`src/rtl/rom_arbiter_pkg.sv`:
```
// rom_arbiter_pkg: shared types and constants for the ROM arbiter
package rom_arbiter_pkg;

    typedef enum logic [1:0] {IDLE, READ, RESP} arb_state_t;

    localparam int RESP_LATENCY = 2;

endpackage

```
`src/rtl/rom_arbiter_rr_pick.sv`:
```
// rr_pick: combinational round-robin picker, searching upward from last+1 with wrap at NREQ-1
module rr_pick #(
    parameter int NREQ = 4,
    parameter int SELW = $clog2(NREQ)
) (
    input  logic [NREQ-1:0] req,
    input  logic [SELW-1:0] last,
    output logic [SELW-1:0] sel,
    output logic            any
);

    logic [SELW-1:0] idx;

    // walk offsets from farthest to nearest so the nearest requester after last wins
    always_comb begin
        sel = '0;
        idx = '0;
        any = |req;
        for (int k = NREQ; k >= 1; k--) begin
            idx = SELW'((int'(last) + k) % NREQ);
            if (req[idx]) sel = idx;
        end
    end

endmodule

```
`src/rtl/rom_arbiter.sv`:
```
// rom_arbiter: round-robin sharing of one asynchronous ROM with registered address, data and ack
module rom_arbiter
    import rom_arbiter_pkg::*;
#(
    parameter int NREQ  = 4,
    parameter int WIDTH = 8,
    parameter int DEPTH = 256,
    parameter int ADDRW = $clog2(DEPTH),
    parameter int SELW  = $clog2(NREQ)
) (
    input  logic                  clk,
    input  logic                  rst,
    input  logic [NREQ-1:0]       req,
    input  logic [NREQ*ADDRW-1:0] req_addr,
    output logic [NREQ-1:0]       ack,
    output logic [WIDTH-1:0]      rd_data,
    output logic                  busy,
    output logic [ADDRW-1:0]      rom_addr,
    input  logic [WIDTH-1:0]      rom_data
);

    arb_state_t       state_q, state_d;
    logic [SELW-1:0]  last_q, last_d;
    logic [SELW-1:0]  grant_q, grant_d;
    logic [ADDRW-1:0] rom_addr_q, rom_addr_d;
    logic [WIDTH-1:0] rd_data_q, rd_data_d;
    logic [NREQ-1:0]  ack_q, ack_d;
    logic [SELW-1:0]  sel;
    logic             any;

    rr_pick #(.NREQ(NREQ), .SELW(SELW)) u_pick (
        .req  (req),
        .last (last_q),
        .sel  (sel),
        .any  (any)
    );

    always_comb begin
        state_d    = state_q;
        last_d     = last_q;
        grant_d    = grant_q;
        rom_addr_d = rom_addr_q;
        rd_data_d  = rd_data_q;
        ack_d      = '0;
        case (state_q)
            IDLE: if (any) begin
                rom_addr_d = req_addr[int'(sel)*ADDRW +: ADDRW];
                grant_d    = sel;
                state_d    = READ;
            end
            READ: begin
                rd_data_d = rom_data;
                ack_d     = NREQ'(1) << grant_q;
                last_d    = grant_q;
                state_d   = RESP;
            end
            default: state_d = IDLE;
        endcase
    end

    always_ff @(posedge clk) begin
        if (rst) begin
            state_q    <= IDLE;
            last_q     <= SELW'(NREQ - 1);
            grant_q    <= '0;
            rom_addr_q <= '0;
            rd_data_q  <= '0;
            ack_q      <= '0;
        end else begin
            state_q    <= state_d;
            last_q     <= last_d;
            grant_q    <= grant_d;
            rom_addr_q <= rom_addr_d;
            rd_data_q  <= rd_data_d;
            ack_q      <= ack_d;
        end
    end

    assign ack      = ack_q;
    assign rd_data  = rd_data_q;
    assign rom_addr = rom_addr_q;
    assign busy     = state_q != IDLE;

endmodule
```
`config.mk`:
```
export PLATFORM = sky130hd
export DESIGN_NAME = rom_arbiter
export DESIGN_NICKNAME = d
export VERILOG_FILES = /design/src/rtl/rom_arbiter_pkg.sv /design/src/rtl/rom_arbiter_rr_pick.sv /design/src/rtl/rom_arbiter.sv
export SDC_FILE = /design/constraint.sdc
export NUM_CORES = 1
export LEC_CHECK = 0
export ABC_AREA = 1
export BUFFER_PORTS_ARGS = -buffer_cell sky130_fd_sc_hd__buf_2
export CAP_MARGIN = 20
export CORE_UTILIZATION = 35
export CTS_CLUSTER_SIZE = 14
export DETAILED_ROUTE_END_ITERATION = 16
export GPL_ROUTABILITY_DRIVEN = 0
export SKIP_CTS_REPAIR_TIMING = 1
export SLEW_MARGIN = 20
export SYNTH_ARGS = -nofsm -noshare
export SYNTH_HDL_FRONTEND = slang
export SYNTH_HIERARCHICAL = 1
export SYNTH_SLANG_ARGS = --single-unit
```
`constraint.sdc`:
```
create_clock -name clk -period 1.6 [get_ports clk]
set_input_delay 0.32 -clock clk [delete_from_list [all_inputs] [get_ports clk]]
set_output_delay 0.32 -clock clk [all_outputs]
set_load 0.03 [all_outputs]
```
==> impl_metrics.prom, run 1 <==
# TYPE chip_impl_metric gauge
chip_impl_metric{name="grt_remaining_overflow",unit=""} 0
chip_impl_info{name="synthMostInstantiatedCell",value="nand2_1"} 1
chip_impl_metric{name="critical_path_maximum_fanout",unit=""} 8
chip_impl_metric{name="final-instance-count-excl-fill",unit=""} 369
chip_impl_metric{name="clockBufferDepth",unit=""} 2
chip_impl_metric{name="cts_sinks",unit=""} 26
chip_impl_metric{name="max_slew_margin",unit="%"} 85.5
chip_impl_metric{name="clkSlewWorstSetupHoldPaths",unit="ns"} 0.09
chip_impl_metric{name="hold-worst-slack",unit="ns"} 0.240
chip_impl_metric{name="fp.dieH",unit="µm"} 67.6
chip_impl_metric{name="htree_num_levels",unit=""} 1
chip_impl_info{name="r2r_start",value="last_q[0]"} 1
chip_impl_metric{name="first_global_vias",unit=""} 1373
chip_impl_metric{name="tritoncts.num_buffers",unit=""} 3
chip_impl_info{name="yosysTopAreaCell",value="dfxtp_1"} 1
chip_impl_info{name="violated_checks",value="negative setup slack"} 1
chip_impl_metric{name="power_per_cell_area",unit="nW/µm²"} 1210
chip_impl_metric{name="post-layout-total-power",unit="mW"} 2.70
chip_impl_info{name="postSynth.topFlopCell",value="dfxtp_1"} 1
chip_impl_metric{name="maxCapViolCount",unit=""} 0
chip_impl_metric{name="setup_viol",unit=""} 10
chip_impl_metric{name="worstMarginPinSlew",unit="ns"} 0.217
chip_impl_metric{name="wirelength",unit="µm"} 3930
chip_impl_metric{name="grt_start_max_net_pins",unit=""} 19
chip_impl_metric{name="yosysTopAreaCellShare",unit="%"} 34.6
chip_impl_metric{name="finalHoldViolations",unit=""} 0
chip_impl_metric{name="groute.usage.overall",unit="%"} 15.8
chip_impl_metric{name="area_growth_syn_to_layout",unit="%"} 48.0
chip_impl_info{name="timing.critical_path.to_type",value="flop"} 1
chip_impl_metric{name="synth.net_count",unit=""} 285
chip_impl_metric{name="final_worst_clock_skew",unit="ns"} 0.00230
chip_impl_metric{name="post-route-drc-count",unit=""} 0
chip_impl_metric{name="min_period_over_period",unit="%"} 112
chip_impl_metric{name="yosys_register_bits",unit=""} 26
chip_impl_metric{name="power_leakage",unit="nW"} 1.31
chip_impl_metric{name="pre_cts_ws",unit="ns"} -0.186
chip_impl_info{name="grt_setup_unrepaired",value="yes"} 1
chip_impl_metric{name="holdPathStages",unit=""} 3
chip_impl_metric{name="timing.reg2reg.setup_slack",unit="ns"} -0.19
chip_impl_metric{name="die_x",unit="µm"} 67.6
chip_impl_metric{name="synthesis.area_per_instance",unit="µm²"} 6.29
chip_impl_info{name="clk_tree_root_cell",value="clkbuf_8"} 1
chip_impl_info{name="critPathKind",value="reg2reg"} 1
chip_impl_metric{name="post_synth_edffs",unit=""} 0
chip_impl_info{name="tritoncts",value="built"} 1
chip_impl_metric{name="initial_utilization",unit="%"} 37.1
chip_impl_metric{name="core_region_area",unit="µm²"} 4060
chip_impl_metric{name="post_drt_via_cell_ratio",unit=""} 4.45
chip_impl_metric{name="timing.final.max_slew_violations",unit=""} 0
chip_impl_metric{name="drtIter0Drc",unit=""} 32
chip_impl_metric{name="final_util",unit="%"} 54.9
chip_impl_metric{name="layout.nets",unit=""} 366
chip_impl_metric{name="worstPathRequired",unit="ns"} 1.78
chip_impl_metric{name="timing.critical_path.arrival",unit="ns"} 1.97
chip_impl_metric{name="drive_above_1_share",unit="%"} 43.6
chip_impl_metric{name="firstDrtPassIters",unit=""} 4
chip_impl_metric{name="worstRegToRegCells",unit=""} 17
chip_impl_info{name="min-delay-path-class",value="in2reg"} 1
chip_impl_info{name="min_from",value="rom_data[1]"} 1
chip_impl_metric{name="synth_area",unit="µm²"} 1500
chip_impl_metric{name="buffer_ports.inserted",unit=""} 66
chip_impl_metric{name="minimum_setup_slack_in_the_final_design",unit="ns"} -0.194
chip_impl_metric{name="clk_latency",unit="ns"} 0.26
chip_impl_metric{name="grt_antenna_before_repair",unit=""} 0
chip_impl_metric{name="via_count",unit=""} 1641
chip_impl_metric{name="place.detailed.hpwl",unit="µm"} 2710
chip_impl_metric{name="die_area",unit="µm²"} 4560
chip_impl_metric{name="async_flop_share",unit="%"} 0
chip_impl_info{name="run_status",value="complete, but fails checks"} 1
chip_impl_metric{name="ir_worst_vdd",unit="mV"} 0.519
chip_impl_metric{name="max_freq",unit="MHz"} 557
chip_impl_metric{name="num_io_pins",unit=""} 67
chip_impl_metric{name="final_antenna_violating_net_count",unit=""} 0
chip_impl_info{name="synth_commonest_cells",value="nand2_1 (94), inv_1 (38), dfxtp_1 (26)"} 1
chip_impl_metric{name="n_antenna_cell",unit=""} 0
chip_impl_metric{name="yosys.cell_types.count",unit=""} 23
chip_impl_info{name="critical_r2r_capture",value="rom_addr[6]"} 1
chip_impl_metric{name="fp-row-count",unit=""} 23
chip_impl_info{name="yosys-top-cells-area",value="dfxtp_1 (35%), nand2_1 (23%), inv_1 (9.5%)"} 1
chip_impl_metric{name="route.detailed.wl_per_inst",unit="µm"} 10.6
chip_impl_metric{name="yosysWarnings",unit=""} 6
chip_impl_metric{name="grt_first_pass_wirelength",unit="µm"} 5570
chip_impl_metric{name="synthCells",unit=""} 239
chip_impl_info{name="timing.critical_path.from_type",value="flop"} 1
chip_impl_metric{name="synth_sequential_area_ratio",unit="%"} 34.6
chip_impl_metric{name="timing.final.crit_period",unit="ns"} 1.79
chip_impl_metric{name="dp.cells",unit=""} 358
chip_impl_info{name="min_delay_worst_endpoint",value="rd_data[1]"} 1
==> cells by family after synthesis <==
kind of cell | share of synthesized area, %
compound gates | 8.49
buf+inv | 17.3
flops | 34.6
simple gates | 39.6
==> worst max path at each step <==
| stage | start | end | slack [ns] |
|---|---|---|---|
| after detailed placement | last_q[0] | rom_addr[6] | -0.19 |
| final | last_q[0] | rom_addr[6] | -0.19 |
| after global placement | last_q[0] | rom_addr[6] | -0.18 |
| after floorplan | last_q[0] | rom_addr[2] | 0.002 |
| after CTS | last_q[0] | rom_addr[6] | -0.20 |
| after global routing | last_q[0] | rom_addr[6] | -0.33 |
==> routing by layer <==
metal	global-route usage [%]	wire length, µm	vias to the layer above
li1	-	-	875
met4	5.32	25	0
met5	0	0	-
met1	20.7	1730	731
met3	2.03	159	2
met2	26.2	2010	33
==> power by group <==
part           total, mW  internal, mW  switching (mW)
clock network      0.535         0.334           0.201
logic               1.39         0.561           0.825
registers          0.783         0.734          0.0482
==> stage by stage <==
stage                     setup TNS [ns]  cell area [µm²]
final                              -1.34             2230
after global routing               -2.54             2230
after CTS                          -1.44             1990
after detailed placement           -1.27             1920
after global placement             -1.11             1920
after floorplan                        0             1510
==> cells in the final DEF, fill, tap and decap left out, types with 4 or more instances in the layout <==
cell,Yosys,routed
nand2_1,94,83
buf_2,2,66
inv_1,38,38
dfxtp_1,26,24
nand3_1,24,16
nand2_2,6,15
buf_4,0,11
nand3_2,1,9
inv_2,8,8
a21oi_1,7,7
nor2_1,6,5
a21oi_2,5,4
nand2_4,2,4
==> registers in the layout, summed over array words and instances (netlist names) <==
signal and cells:
ack 4, last_q 2, grant_q 2, state_q 2, rd_data 8, rom_addr 8
==> area by class of cell <==
| cell class | count | area (µm²) |
|---|---|---|
| tap | 50 | 62.6 |
| timing repair buffer | 82 | 514 |
| clock inverter | 1 | 30.0 |
| clock buffer | 3 | 41.3 |
| multi-input combinational | 157 | 837 |
| inverter | 49 | 206 |
| fill | 411 | 1830 |
| sequential | 26 | 526 |
| timing repair inverter | 1 | 8.76 |
==> critical path, stage by stage, from the launching register on <==
cell and delay, ns:
dfxtp_4 0.41, buf_12 0.12, inv_8 0.03, nand2_4 0.05, nand2_4 0.07, inv_4 0.07, nand2_4 0.05, nand3b_1 0.10
nand3_2 0.09, nand2_2 0.10, nand2_4 0.09, buf_12 0.15, clkinv_8 0.07, nand2_2 0.04, nand3_1 0.07, nand3_1 0.10
nand2_1 0.07, inv_1 0.03
No activity file was read; power rests on OpenSTA's default activity.
==> inputs of run 2 (changes only) <==
- SKIP_CTS_REPAIR_TIMING: 1 -> default
==> impl_metrics.prom, run 2 (synthesis results as in run 1) <==
# TYPE chip_impl_metric gauge
chip_impl_metric{name="core_region_area",unit="µm²"} 4060
chip_impl_metric{name="area_growth_syn_to_layout",unit="%"} 51.2
chip_impl_metric{name="firstDrtPassIters",unit=""} 4
chip_impl_metric{name="grt_antenna_before_repair",unit=""} 0
chip_impl_metric{name="final_worst_clock_skew",unit="ns"} 0.000835
chip_impl_metric{name="cts_sinks",unit=""} 26
chip_impl_metric{name="fp.dieH",unit="µm"} 67.6
chip_impl_metric{name="groute.usage.overall",unit="%"} 16.8
chip_impl_info{name="clk_tree_root_cell",value="clkbuf_8"} 1
chip_impl_metric{name="post-layout-total-power",unit="mW"} 2.77
chip_impl_metric{name="htree_num_levels",unit=""} 1
chip_impl_metric{name="max_slew_margin",unit="%"} 84.8
chip_impl_metric{name="post_drt_via_cell_ratio",unit=""} 4.39
chip_impl_metric{name="timing.final.max_slew_violations",unit=""} 0
chip_impl_metric{name="timing.critical_path.arrival",unit="ns"} 1.95
chip_impl_metric{name="worstMarginPinSlew",unit="ns"} 0.228
chip_impl_metric{name="timing.final.crit_period",unit="ns"} 1.77
chip_impl_metric{name="grt_first_pass_wirelength",unit="µm"} 5890
chip_impl_metric{name="die_area",unit="µm²"} 4560
chip_impl_metric{name="place.detailed.hpwl",unit="µm"} 2710
chip_impl_metric{name="grt_start_max_net_pins",unit=""} 17
chip_impl_info{name="critPathKind",value="reg2reg"} 1
chip_impl_info{name="min_from",value="rom_data[1]"} 1
chip_impl_metric{name="power_leakage",unit="nW"} 1.33
chip_impl_metric{name="clkSlewWorstSetupHoldPaths",unit="ns"} 0.09
chip_impl_metric{name="timing.reg2reg.setup_slack",unit="ns"} -0.17
chip_impl_metric{name="power_per_cell_area",unit="nW/µm²"} 1220
chip_impl_info{name="grt_setup_unrepaired",value="yes"} 1
chip_impl_metric{name="finalHoldViolations",unit=""} 0
chip_impl_metric{name="critical_path_maximum_fanout",unit=""} 8
chip_impl_metric{name="min_period_over_period",unit="%"} 111
chip_impl_metric{name="tritoncts.num_buffers",unit=""} 3
chip_impl_info{name="r2r_start",value="last_q[0]"} 1
chip_impl_metric{name="holdPathStages",unit=""} 3
chip_impl_info{name="tritoncts",value="built"} 1
chip_impl_metric{name="max_freq",unit="MHz"} 564
chip_impl_metric{name="first_global_vias",unit=""} 1440
chip_impl_metric{name="via_count",unit=""} 1623
chip_impl_metric{name="initial_utilization",unit="%"} 37.1
chip_impl_metric{name="worstPathRequired",unit="ns"} 1.77
chip_impl_metric{name="wirelength",unit="µm"} 3880
chip_impl_metric{name="die_x",unit="µm"} 67.6
chip_impl_metric{name="drive_above_1_share",unit="%"} 45.9
chip_impl_metric{name="grt_remaining_overflow",unit=""} 0
chip_impl_metric{name="num_io_pins",unit=""} 67
chip_impl_metric{name="nFillCells",unit=""} 392
chip_impl_info{name="most_used_cells_in_the_layout_excluding_fill_and_tap_cells",value="nand2_1 (82), buf_2 (66), inv_1 (38), dfxtp_1 (24)"} 1
chip_impl_metric{name="ctsHoldBuffers",unit=""} 0
chip_impl_metric{name="clockBufferDepth",unit=""} 2
chip_impl_metric{name="final_antenna_violating_net_count",unit=""} 0
chip_impl_info{name="most_common_cell_after_layout_fill_and_taps_aside",value="nand2_1"} 1
chip_impl_metric{name="dp.cells",unit=""} 358
chip_impl_metric{name="buffer_ports.inserted",unit=""} 66
chip_impl_metric{name="worstRegToRegCells",unit=""} 17
chip_impl_metric{name="route.detailed.wl_per_inst",unit="µm"} 10.5
chip_impl_metric{name="n_antenna_cell",unit=""} 0
chip_impl_metric{name="fp-row-count",unit=""} 23
chip_impl_metric{name="layout.nets",unit=""} 367
chip_impl_metric{name="clk_latency",unit="ns"} 0.26
chip_impl_info{name="run_status",value="complete, but fails checks"} 1
chip_impl_metric{name="setup_viol",unit=""} 8
chip_impl_info{name="min_delay_worst_endpoint",value="rd_data[1]"} 1
chip_impl_metric{name="drtIter0Drc",unit=""} 31
chip_impl_metric{name="ir_worst_vdd",unit="mV"} 0.531
chip_impl_metric{name="timing.setup.tns",unit="ns"} -1.13
chip_impl_metric{name="maxCapViolCount",unit=""} 0
chip_impl_info{name="timing.critical_path.from_type",value="flop"} 1
chip_impl_info{name="min-delay-path-class",value="in2reg"} 1
chip_impl_metric{name="minimum_setup_slack_in_the_final_design",unit="ns"} -0.172
chip_impl_metric{name="post-route-drc-count",unit=""} 0
chip_impl_metric{name="final-instance-count-excl-fill",unit=""} 370
chip_impl_info{name="violated_checks",value="negative setup slack"} 1
chip_impl_info{name="critical_r2r_capture",value="rom_addr[2]"} 1
chip_impl_info{name="timing.critical_path.to_type",value="flop"} 1
chip_impl_metric{name="final_util",unit="%"} 56.0
-- run 2: cell count changes in the layout (fill, tap and decap cells not counted), sizes merged --
cell,change
inv,+1
clkbuf,-1
clkinv,-1
buf,+2
-- run 2: worst max-delay path by stage --
stage	end	cells after the start	slack, ns	from
after floorplan	rom_addr[2]	19	0.002	last_q[0]
after detailed placement	rom_addr[6]	16	-0.19	last_q[0]
after global routing	rom_addr[2]	17	-0.31	last_q[0]
after CTS	rom_addr[6]	14	-0.10	last_q[0]
after global placement	rom_addr[6]	16	-0.18	last_q[0]
final	rom_addr[2]	17	-0.17	last_q[0]
-- run 2: timing repair --
item / in CTS / in global routing
pin swaps: 10 / 14
buffers inserted: 5 / 0
gates cloned: 1 / 2
resized for setup: 19 / 27
hold endpoints to repair: 0 / 0
endpoints found under the setup margin: 9 / 10
-- run 2: final cells by class --
type | count | area (µm²) | area share [%]
multi-input cells | 157 | 871 | 38.3
clock buffers | 3 | 41.3 | 1.82
repair buffers | 83 | 528 | 23.2
clock inverters | 1 | 30.0 | 1.32
repair inverters | 1 | 8.76 | 0.385
flip-flops and latches | 26 | 526 | 23.1
inverters | 49 | 206 | 9.08
well taps | 50 | 62.6 | 2.75
-- run 2: critical path, stage by stage (launching register included) --
cell and delay (ns):
dfxtp_4 0.37, buf_12 0.12, inv_8 0.04, nand2_4 0.05
nand2_4 0.07, inv_4 0.07, nand2_4 0.05, nand3b_1 0.10
nand3_2 0.09, nand2_2 0.09, nand2_4 0.09, buf_12 0.16
inv_12 0.07, nand2_2 0.05, nand3_2 0.06, nand3_1 0.09
nand2_1 0.07, inv_1 0.03
-- run 2: metrics by stage --
step | hold slack [ns] | cell area, µm² | setup WS (ns)
after detailed placement | 0.429 | 1920 | -0.186
final | 0.239 | 2270 | -0.172
after global routing | 0.231 | 2270 | -0.306
after global placement | 0.424 | 1920 | -0.178
after CTS | 0.234 | 2120 | -0.104
after floorplan | 0.392 | 1510 | 0.00210
-- run 2: power breakdown --
part	switching (mW)	leakage, nW	internal (mW)	total [mW]
Combinational	0.864	1.08	0.595	1.46
Sequential	0.0437	0.214	0.734	0.778
Clock	0.201	0.0357	0.334	0.535
Total	1.11	1.33	1.66	2.77
-- run 2: routing by layer --
metal,wire length (µm),track usage [%],vias to the layer above
met5,0,0,-
met4,22,4.79,0
met3,157,2.03,2
met2,1950,29.2,34
met1,1750,21.4,708
li1,-,-,879
==> inputs of run 3 (changes only) <==
- BUFFER_PORTS_ARGS: -buffer_cell sky130_fd_sc_hd__buf_2 -> -buffer_cell sky130_fd_sc_hd__clkbuf_2
==> impl_metrics.prom, run 3 (synthesis results as in run 1) <==
# TYPE chip_impl_metric gauge
chip_impl_metric{name="design_area",unit="µm²"} 2220
chip_impl_metric{name="ctsHoldBuffers",unit=""} 0
chip_impl_metric{name="first_global_vias",unit=""} 1389
chip_impl_info{name="timing.critical_path.max_delay_family",value="simple AND/OR/NAND/NOR gates"} 1
chip_impl_metric{name="clk_latency",unit="ns"} 0.27
chip_impl_metric{name="final_worst_clock_skew",unit="ns"} 0.00468
chip_impl_metric{name="dp.cells",unit=""} 360
chip_impl_info{name="grt-busiest-layer",value="met2"} 1
chip_impl_metric{name="place.detailed.hpwl",unit="µm"} 2740
chip_impl_metric{name="timing.critical_path.arrival",unit="ns"} 1.91
chip_impl_metric{name="route.detailed.wl_per_inst",unit="µm"} 9.98
chip_impl_metric{name="clkPwrFrac",unit="%"} 20.7
chip_impl_metric{name="power.share.combinational",unit="%"} 50.1
chip_impl_metric{name="power_leakage",unit="nW"} 1.31
chip_impl_metric{name="die_x",unit="µm"} 67.6
chip_impl_info{name="worst_path_cell_with_the_longest_stage_delay",value="dfxtp_4"} 1
chip_impl_metric{name="firstDrtPassIters",unit=""} 4
chip_impl_metric{name="post-route-drc-count",unit=""} 0
chip_impl_metric{name="power_per_cell_area",unit="nW/µm²"} 1200
chip_impl_metric{name="setup_viol",unit=""} 9
chip_impl_metric{name="switching_share",unit="%"} 39.8
chip_impl_info{name="most_common_cell_after_layout_fill_and_taps_aside",value="nand2_1"} 1
chip_impl_metric{name="initial_utilization",unit="%"} 37.1
chip_impl_metric{name="buffer_ports.inserted",unit=""} 66
chip_impl_metric{name="globalRouteMet1Util",unit="%"} 21.6
chip_impl_metric{name="power.net_switching",unit="mW"} 1.06
chip_impl_metric{name="tritoncts.num_buffers",unit=""} 3
chip_impl_metric{name="timing.final.max_slew_violations",unit=""} 0
chip_impl_metric{name="final_antenna_violating_net_count",unit=""} 0
chip_impl_metric{name="grt_remaining_overflow",unit=""} 0
chip_impl_metric{name="clockBufferDepth",unit=""} 2
chip_impl_metric{name="min_period_over_period",unit="%"} 108
chip_impl_info{name="crit_path_cell_trace",value="buf_6 -> o21ai_4 -> nand2_2 -> nand2_2 -> inv_2 -> nand2_1 -> nand2_1 -> nand2_2 -> nand2_4 -> buf_12 -> inv_12 -> nand2_1 -> nand3_1 -> nand3_1 -> nand2_1 -> inv_1"} 1
chip_impl_info{name="grt_setup_unrepaired",value="yes"} 1
chip_impl_metric{name="max_slew_margin",unit="%"} 79.7
chip_impl_metric{name="grt_antenna_before_repair",unit=""} 0
chip_impl_metric{name="max_freq",unit="MHz"} 577
chip_impl_metric{name="area_growth_syn_to_layout",unit="%"} 47.6
chip_impl_metric{name="grt_first_pass_wirelength",unit="µm"} 5910
chip_impl_info{name="violated_checks",value="negative setup slack"} 1
chip_impl_metric{name="critical_path_maximum_fanout",unit=""} 8
chip_impl_metric{name="groute.usage.overall",unit="%"} 17.0
chip_impl_metric{name="ir_worst_vdd",unit="mV"} 0.547
chip_impl_metric{name="num_io_pins",unit=""} 67
chip_impl_metric{name="clkSlewWorstSetupHoldPaths",unit="ns"} 0.09
chip_impl_metric{name="intPower",unit="mW"} 1.61
chip_impl_info{name="min-delay-path-class",value="in2reg"} 1
chip_impl_metric{name="fp.dieH",unit="µm"} 67.6
chip_impl_metric{name="timing.setup.tns",unit="ns"} -0.953
chip_impl_metric{name="fp-row-count",unit=""} 23
chip_impl_info{name="critPathKind",value="reg2reg"} 1
chip_impl_metric{name="worstPathRequired",unit="ns"} 1.78
chip_impl_metric{name="timing.reg2reg.setup_slack",unit="ns"} -0.13
chip_impl_metric{name="cts_sinks",unit=""} 26
chip_impl_metric{name="core_region_area",unit="µm²"} 4060
chip_impl_metric{name="via_count",unit=""} 1630
chip_impl_metric{name="met3_usage_in_global_routing",unit="%"} 1.52
chip_impl_metric{name="delay_contributed_by_the_slowest_stage_of_the_critical_path",unit="ns"} 0.37
chip_impl_info{name="timing.critical_path.mode_cell",value="nand2_1"} 1
chip_impl_metric{name="worstMarginPinSlew",unit="ns"} 0.304
chip_impl_metric{name="htree_num_levels",unit=""} 1
chip_impl_metric{name="drive_above_1_share",unit="%"} 42.9
chip_impl_info{name="timing.critical_path.from_type",value="flop"} 1
chip_impl_metric{name="final-instance-count-excl-fill",unit=""} 372
chip_impl_metric{name="post-layout-total-power",unit="mW"} 2.67
chip_impl_metric{name="post_drt_via_cell_ratio",unit=""} 4.38
chip_impl_metric{name="hold-worst-slack",unit="ns"} 0.230
chip_impl_info{name="timing.critical_path.to_type",value="flop"} 1
chip_impl_metric{name="maxCapViolCount",unit=""} 0
chip_impl_metric{name="worst-path-buf-inv",unit=""} 5
chip_impl_metric{name="power.share.sequential",unit="%"} 29.3
chip_impl_info{name="tritoncts",value="built"} 1
chip_impl_metric{name="detailed_place.area",unit="µm²"} 1940
chip_impl_metric{name="timing.final.crit_period",unit="ns"} 1.73
chip_impl_metric{name="grt_start_max_net_pins",unit=""} 17
chip_impl_metric{name="grt_use_met2",unit="%"} 28.8
chip_impl_metric{name="minimum_setup_slack_in_the_final_design",unit="ns"} -0.133
chip_impl_info{name="most_used_cells_in_the_layout_excluding_fill_and_tap_cells",value="nand2_1 (82), clkbuf_2 (66), inv_1 (38), dfxtp_1 (25), nand3_1 (19)"} 1
chip_impl_metric{name="wirelength",unit="µm"} 3710
chip_impl_metric{name="n_antenna_cell",unit=""} 0
chip_impl_metric{name="die_area",unit="µm²"} 4560
chip_impl_info{name="run_status",value="complete, but fails checks"} 1
chip_impl_metric{name="drtIter0Drc",unit=""} 35
chip_impl_info{name="clk_tree_root_cell",value="clkbuf_8"} 1
chip_impl_metric{name="finalHoldViolations",unit=""} 0
chip_impl_metric{name="layout.nets",unit=""} 369
[run 3: layer usage]
metal | wire [µm] | part of all wire (%)
met1 | 1690 | 46
met3 | 116 | 3.1
met5 | 0 | 0
met4 | 58 | 1.6
met2 | 1850 | 50
[run 3: tightest hold or removal path, cell delays in order]
cell      delay [ns]
clkbuf_2        0.07
nand2_1         0.04
nand2_1         0.05
[run 3: power by group through the flow]
stage	Clock, mW	Sequential (mW)	Combinational (mW)
floorplan	0	0.918	0.694
global placement	0	0.806	1.06
detailed placement	0	0.807	1.07
CTS	0.563	0.782	1.21
global route	0.593	0.793	1.47
finish	0.551	0.781	1.34
[run 3: final cells by class]
class / count / area [µm²]
timing repair inverter: 1 / 8.76
multi-input combinational: 157 / 826
inverter: 49 / 204
clock buffer: 3 / 41.3
sequential: 26 / 524
tap: 50 / 62.6
clock inverter: 1 / 30.0
timing repair buffer: 85 / 523
fill: 422 / 1840
[run 3: path summary, 6_finish.rpt]
check | start | to | cells past startpoint
max | last_q[0] | rom_addr[6] | 16
min | rom_data[1] | rd_data[1] | 3
max reg2reg | last_q[0] | rom_addr[6] | 16
min reg2reg | rd_data[3] | rd_data[3] | 2
[run 3: repair_timing]
action,CTS,global route
buffers inserted,3,3
gates cloned,1,2
pin swaps,8,21
gates resized for setup,10,22
setup endpoints to repair,10,10
[run 3: stage by stage]
step,util (%),worst slack (ns)
floorplan,-,0.00210
global placement,47.7,-0.180
detailed placement,47.7,-0.194
CTS,51.7,-0.122
global route,54.7,-0.253
finish,54.7,-0.133
